### src/rtl/led_ctrl_pkg.sv
// led_ctrl_pkg: mode codes, ramp state encodings and channel count for the LED breathing controller.
package led_ctrl_pkg;
  localparam int NUM_CH = 4;
  typedef enum logic [1:0] {
    MODE_OFF     = 2'd0,
    MODE_ON      = 2'd1,
    MODE_BREATHE = 2'd2,
    MODE_SINGLE  = 2'd3
  } mode_e;
  typedef enum logic [2:0] {
    R_IDLE    = 3'd0,
    R_UP      = 3'd1,
    R_HOLD_HI = 3'd2,
    R_DOWN    = 3'd3,
    R_HOLD_LO = 3'd4
  } ramp_e;
endpackage

### src/rtl/pwm_timebase.sv
// pwm_timebase: microsecond prescaler, PWM period counter and one-clk period wrap strobe.
module pwm_timebase #(
  parameter int CLK_PER_US = 50,
  parameter int PWM_PERIOD = 1000
) (
  input  logic                              clk,
  input  logic                              rst,
  output logic [$clog2(PWM_PERIOD+1)-1:0]   pcnt_o,
  output logic                              strobe_o
);
  localparam int CW = $clog2(PWM_PERIOD + 1);
  localparam int PSW = CLK_PER_US > 1 ? $clog2(CLK_PER_US) : 1;
  localparam logic [PSW-1:0] PRE_LAST = PSW'(CLK_PER_US - 1);
  localparam logic [CW-1:0] PCNT_LAST = CW'(PWM_PERIOD - 1);
  logic [PSW-1:0] pre_q;
  logic [CW-1:0] pcnt_q;
  logic tick;
  assign tick = pre_q == PRE_LAST;
  always_ff @(posedge clk) begin
    if (rst) begin
      pre_q  <= '0;
      pcnt_q <= '0;
    end else begin
      pre_q <= tick ? '0 : pre_q + 1'b1;
      if (tick) pcnt_q <= pcnt_q == PCNT_LAST ? '0 : pcnt_q + 1'b1;
    end
  end
  assign pcnt_o   = pcnt_q;
  assign strobe_o = tick && pcnt_q == PCNT_LAST;
endmodule

### src/rtl/led_breath_ctrl.sv
// led_breath_ctrl: per-channel OFF/ON/BREATHE/SINGLE LED sequencer sharing one duty-ramp engine.
// LED_GAMMA_EN: when defined, eff_duty = duty^2/PWM_PERIOD registered; otherwise eff_duty = duty.
module led_breath_ctrl import led_ctrl_pkg::*; #(
  parameter int CLK_PER_US   = 50,
  parameter int PWM_PERIOD   = 1000,
  parameter int RAMP_STEP    = 1,
  parameter int HOLD_PERIODS = 250
) (
  input  logic       clk,
  input  logic       rst,
  input  logic       cmd_valid,
  output logic       cmd_ready,
  input  logic [1:0] cmd_mode,
  input  logic [3:0] cmd_mask,
  output logic       busy,
  output logic       period_strobe,
  output logic [3:0] pio_led
);
  localparam int DW = $clog2(PWM_PERIOD + 1);
  localparam int HW = HOLD_PERIODS > 1 ? $clog2(HOLD_PERIODS) : 1;
  localparam logic [DW-1:0] DMAX = DW'(PWM_PERIOD);
  localparam logic [DW-1:0] STEP = DW'(RAMP_STEP);
  localparam logic [DW-1:0] UP_LIM = DW'(PWM_PERIOD - RAMP_STEP);
  localparam logic [HW-1:0] HLAST = HW'(HOLD_PERIODS - 1);
  logic strobe, active, revert;
  logic [DW-1:0] pcnt, eff_duty, duty_q, duty_d;
  logic [HW-1:0] hold_q, hold_d;
  ramp_e state_q, state_d;
  mode_e [NUM_CH-1:0] mode_q, mode_d;
  mode_e pmode_q, pmode_d;
  logic [NUM_CH-1:0] pmask_q, pmask_d, led_q, led_d;
  logic pend_q, pend_d;
  pwm_timebase #(.CLK_PER_US(CLK_PER_US), .PWM_PERIOD(PWM_PERIOD)) u_tb (
    .clk(clk), .rst(rst), .pcnt_o(pcnt), .strobe_o(strobe)
  );
`ifdef LED_GAMMA_EN
  logic [DW-1:0] eff_q;
  logic [2*DW-1:0] sq;
  assign sq = {{DW{1'b0}}, duty_q} * {{DW{1'b0}}, duty_q};
  always_ff @(posedge clk) begin
    if (rst) eff_q <= '0;
    else eff_q <= DW'(sq / (2*DW)'(PWM_PERIOD));
  end
  assign eff_duty = eff_q;
`else
  assign eff_duty = duty_q;
`endif
  always_comb begin
    pend_d  = pend_q;
    pmode_d = pmode_q;
    pmask_d = pmask_q;
    mode_d  = mode_q;
    state_d = state_q;
    duty_d  = duty_q;
    hold_d  = hold_q;
    active  = 1'b0;
    revert  = 1'b0;
    if (strobe && pend_q) begin
      for (int i = 0; i < NUM_CH; i++) if (pmask_q[i]) mode_d[i] = pmode_q;
      pend_d = 1'b0;
    end
    if (cmd_valid && !pend_q) begin
      pend_d  = 1'b1;
      pmode_d = mode_e'(cmd_mode);
      pmask_d = cmd_mask;
    end
    // The ramp sees the active set as it stands after this strobe's command.
    for (int i = 0; i < NUM_CH; i++)
      active = active | (mode_d[i] == MODE_BREATHE) | (mode_d[i] == MODE_SINGLE);
    if (strobe) begin
      if (!active) begin
        state_d = R_IDLE;
        duty_d  = '0;
      end else begin
        case (state_q)
          R_IDLE: begin
            state_d = R_UP;
            duty_d  = '0;
          end
          R_UP: begin
            duty_d = duty_q >= UP_LIM ? DMAX : duty_q + STEP;
            if (duty_d == DMAX) begin
              hold_d  = '0;
              state_d = R_HOLD_HI;
            end
          end
          R_HOLD_HI: begin
            state_d = hold_q == HLAST ? R_DOWN : R_HOLD_HI;
            hold_d  = hold_q + 1'b1;
          end
          R_DOWN: begin
            duty_d = duty_q <= STEP ? '0 : duty_q - STEP;
            if (duty_d == '0) begin
              hold_d  = '0;
              state_d = R_HOLD_LO;
              revert  = 1'b1;
            end
          end
          R_HOLD_LO: begin
            state_d = hold_q == HLAST ? R_UP : R_HOLD_LO;
            hold_d  = hold_q + 1'b1;
          end
          default: state_d = R_IDLE;
        endcase
      end
    end
    // A command landing on the same strobe overrides the SINGLE revert.
    for (int i = 0; i < NUM_CH; i++)
      if (revert && !(pend_q && pmask_q[i]) && mode_d[i] == MODE_SINGLE) mode_d[i] = MODE_OFF;
    for (int i = 0; i < NUM_CH; i++)
      led_d[i] = mode_q[i] == MODE_OFF ? 1'b0 : mode_q[i] == MODE_ON ? 1'b1 : pcnt < eff_duty;
  end
  always_ff @(posedge clk) begin
    if (rst) begin
      pend_q  <= 1'b0;
      pmode_q <= MODE_OFF;
      pmask_q <= '0;
      mode_q  <= {NUM_CH{MODE_OFF}};
      state_q <= R_IDLE;
      duty_q  <= '0;
      hold_q  <= '0;
      led_q   <= '0;
    end else begin
      pend_q  <= pend_d;
      pmode_q <= pmode_d;
      pmask_q <= pmask_d;
      mode_q  <= mode_d;
      state_q <= state_d;
      duty_q  <= duty_d;
      hold_q  <= hold_d;
      led_q   <= led_d;
    end
  end
  assign cmd_ready     = !pend_q;
  assign busy          = state_q != R_IDLE || pend_q;
  assign period_strobe = strobe;
  assign pio_led       = led_q;
endmodule
### config.mk
export PLATFORM = sky130hd
export DESIGN_NAME = led_breath_ctrl
export DESIGN_NICKNAME = d
export VERILOG_FILES = /design/src/rtl/led_ctrl_pkg.sv /design/src/rtl/pwm_timebase.sv /design/src/rtl/led_breath_ctrl.sv
export SDC_FILE = /design/constraint.sdc
export NUM_CORES = 1
export LEC_CHECK = 0
export BUFFER_PORTS_ARGS = -buffer_cell sky130_fd_sc_hd__buf_2
export CAP_MARGIN = 20
export CELL_PAD_IN_SITES_DETAIL_PLACEMENT = 0
export CELL_PAD_IN_SITES_GLOBAL_PLACEMENT = 1
export CORE_UTILIZATION = 24
export DETAILED_ROUTE_END_ITERATION = 8
export PLACE_DENSITY = 0.45
export SYNTH_ARGS = -nofsm -noshare
export SYNTH_HDL_FRONTEND = slang
export SYNTH_SLANG_ARGS = --single-unit
### constraint.sdc
create_clock -name clk -period 6.28 [get_ports clk]
set_input_delay 0.628 -clock clk [delete_from_list [all_inputs] [get_ports clk]]
set_output_delay 0.628 -clock clk [all_outputs]
set_load 0.02 [all_outputs]
==> metrics <==
Post-CTS Hold Fix Bufs 0; Die W 122 µm; WHS 0.468 ns; initial antenna violation count 0; crit-path cells ha_1, a211oi_1, nor3b_1, nand2b_1, a31oi_1, a211oi_2, nor2b_1, a21o_1, nor2_1; syn_nets 460; fin crit share 0.517; setup TNS 0 ns; vias in the first global route 2931; synthesized area 0.00346 mm²; routed via count 2970; GPL Wtd Cong 0.771; unrepaired setup endpoints after global routing false; Antenna diodes 0; maximum fanout along the worst path 13; CP Capture Type flop; Global Route Usage Sum 0.129; Critical Path Source Type flop; Slew Viols, Final 0; worst setup path class reg -> reg; status completed; Max-slew headroom 0.441; sequential-to-total area share from yosys stat 0.324; CP bufs+invs 0; average wire per standard cell 14.6 µm; critical path's slowest cell dfxtp_1; CTS tree built; share of cells above drive strength 1 0.0851; largest net degree at the start of global routing 38; area delta synth->final 11.2%; vias per cell 4.83; TritonCTS Buffers 5; Yosys Warn Count 0; number of remaining DRC errors 0; DRT antenna net count 0; Leakage 1.39 nW; drt pass-1 iters 4; Worst Setup SP duty_q[0]; Worst Hold Class reg -> reg; routed wire length 9000 µm; max_cap viols 0; CORE AREA 0.0140 mm²; Avg Inst Size Synth 7.96 µm²; hold path depth 1; first-pass GRT wire length 15200 µm; clk slew on worst S/H paths 0.08 ns; Critical Path RT 6.46 ns; Post CTS Setup Buffer Count 0; Pwr Density 188 mW/mm²; Cell variety after synth 58; Max stage delay on crit path 0.65 ns; io pins 16; setup ws final 3.03 ns; reg2reg start duty_q[0]; flops & latches, synth 56; Fin Clk Skew 0.00715 ns; worst r2r path cells 9; Mapped Cells 434; worst-margin pin slew 0.833 ns; CTS root buf clkbuf_16; hpwl dp 6580 µm; final hold vios 0; TritonCTS Sinks 56; min cycle time layout 3.25 ns; DP Worst Slack 3.03 ns; ys flop type dfxtp_1; Final Core Density 0.275; hold path start u_tb.pre_q[0]; height of the die 122 µm; Async S/R FF share, synth 0; input/output buffers 15; clock tree buffer depth 2; Site Rows 43; Post-synth EDFFs 0; Stages on worst setup path 9; Overflow after GRT 0; Resized cells post-CTS 0; Die Footprint 0.0149 mm²; Initial Utilization 0.247; htree depth 2; Initial DRC Count 136; Max Clk Rate 0.308 GHz; Arr. time, crit path 3.43 ns; CP delay by family, top simple AND/OR/NAND/NOR gates; endpoints failing setup 0; Total Nets Final 460; VDD IR max 0.103 mV; Worst-Skew Late Latency 0.30 ns
==> cell type report <==
| class | instances | area (µm²) |
|---|---|---|
| inverters | 24 | 90.1 |
| fillers | 1545 | 10100 |
| clock inverters | 2 | 38.8 |
| clock buffers | 6 | 129 |
| multi-input cells | 329 | 2140 |
| repair buffers | 18 | 97.6 |
| flip-flops and latches | 56 | 1120 |
| well taps | 180 | 225 |
==> metal layers <==
layer,up-vias,GRT usage,wire [µm]
met5,-,0,0
met4,0,0.0270,84
met3,7,0.0234,264
met2,34,0.212,4090
met1,1389,0.175,4550
li1,1540,-,-
==> power by group <==
group          leakage [nW]  total (mW)  switching (mW)  internal, mW
clock network        0.0815       0.330           0.139         0.190
registers             0.453       0.367         0.00762         0.359
logic                 0.856      0.0274          0.0161        0.0113
total                  1.39       0.724           0.163         0.561
==> flip-flops by register name, indices dropped and copies added (netlist names) <==
signal / count
duty_q: 10
mode_q: 8
state_q: 3
u_tb.pre_q: 6
pmode_q: 2
hold_q: 8
pend_q: 1
u_tb.pcnt_o: 10
pio_led: 4
pmask_q: 4
==> layout by cell type (no fill, tap or decap), drive strengths merged, types with 8 or more instances in the layout <==
cell type  instances
dfxtp             56
nor2              54
nand2             42
inv               25
nand3             24
o21ai             19
buf               18
ha                17
xor2              15
xnor2             14
a21oi             13
nand4             10
a21o               8
nor2b              8
a21boi             8
==> stage by stage <==
stage                     cells  cell area [µm²]  power, mW
final                       615             3840      0.724
after global routing        615             3840      0.758
after CTS                   615             3840      0.740
after detailed placement    607             3670      0.403
after global placement      607             3670      0.403
after floorplan             434             3460      0.393
==> synth_stat cells, types with 8 or more instances <==
master | instances | area [µm²]
xor2_1 | 15 | 131
clkbuf_1 | 20 | 75.1
nor2b_1 | 8 | 50.1
inv_1 | 24 | 90.1
ha_1 | 17 | 213
nand2_1 | 42 | 158
nor2_1 | 51 | 191
o21ai_0 | 16 | 80.1
a21o_1 | 8 | 60.1
a21boi_0 | 8 | 60.1
xnor2_1 | 14 | 123
nand4_1 | 10 | 62.6
dfxtp_1 | 56 | 1120
nand3_1 | 24 | 120
a21oi_1 | 13 | 65.1
==> final timing paths <==
kind / slack (ns) / to
worst min-delay path: 0.47 / u_tb.pre_q[0]
worst max-delay path: 3.03 / hold_q[3]
worst min register to register: 0.47 / u_tb.pre_q[0]
worst max register to register: 3.03 / hold_q[3]
==> worst register-to-register path, delay by kind of cell (launching register included) <==
kind	cells	cell delay (ns)
simple gates	4	1.10
flops	1	0.65
compound gates	4	0.97
fa+ha+maj	1	0.42
==> kinds of logic after synthesis <==
group / Yosys count / synth area share
AND/OR/NAND/NOR: 182 / 0.265
AO/OA/AOI/OAI: 94 / 0.198
flip-flops: 56 / 0.324
buffers and inverters: 49 / 0.0565
XOR/XNOR: 29 / 0.0735
adder cells (fa/ha/maj): 18 / 0.0644
multiplexers: 6 / 0.0174
No activity file was read; power rests on OpenSTA's default activity.
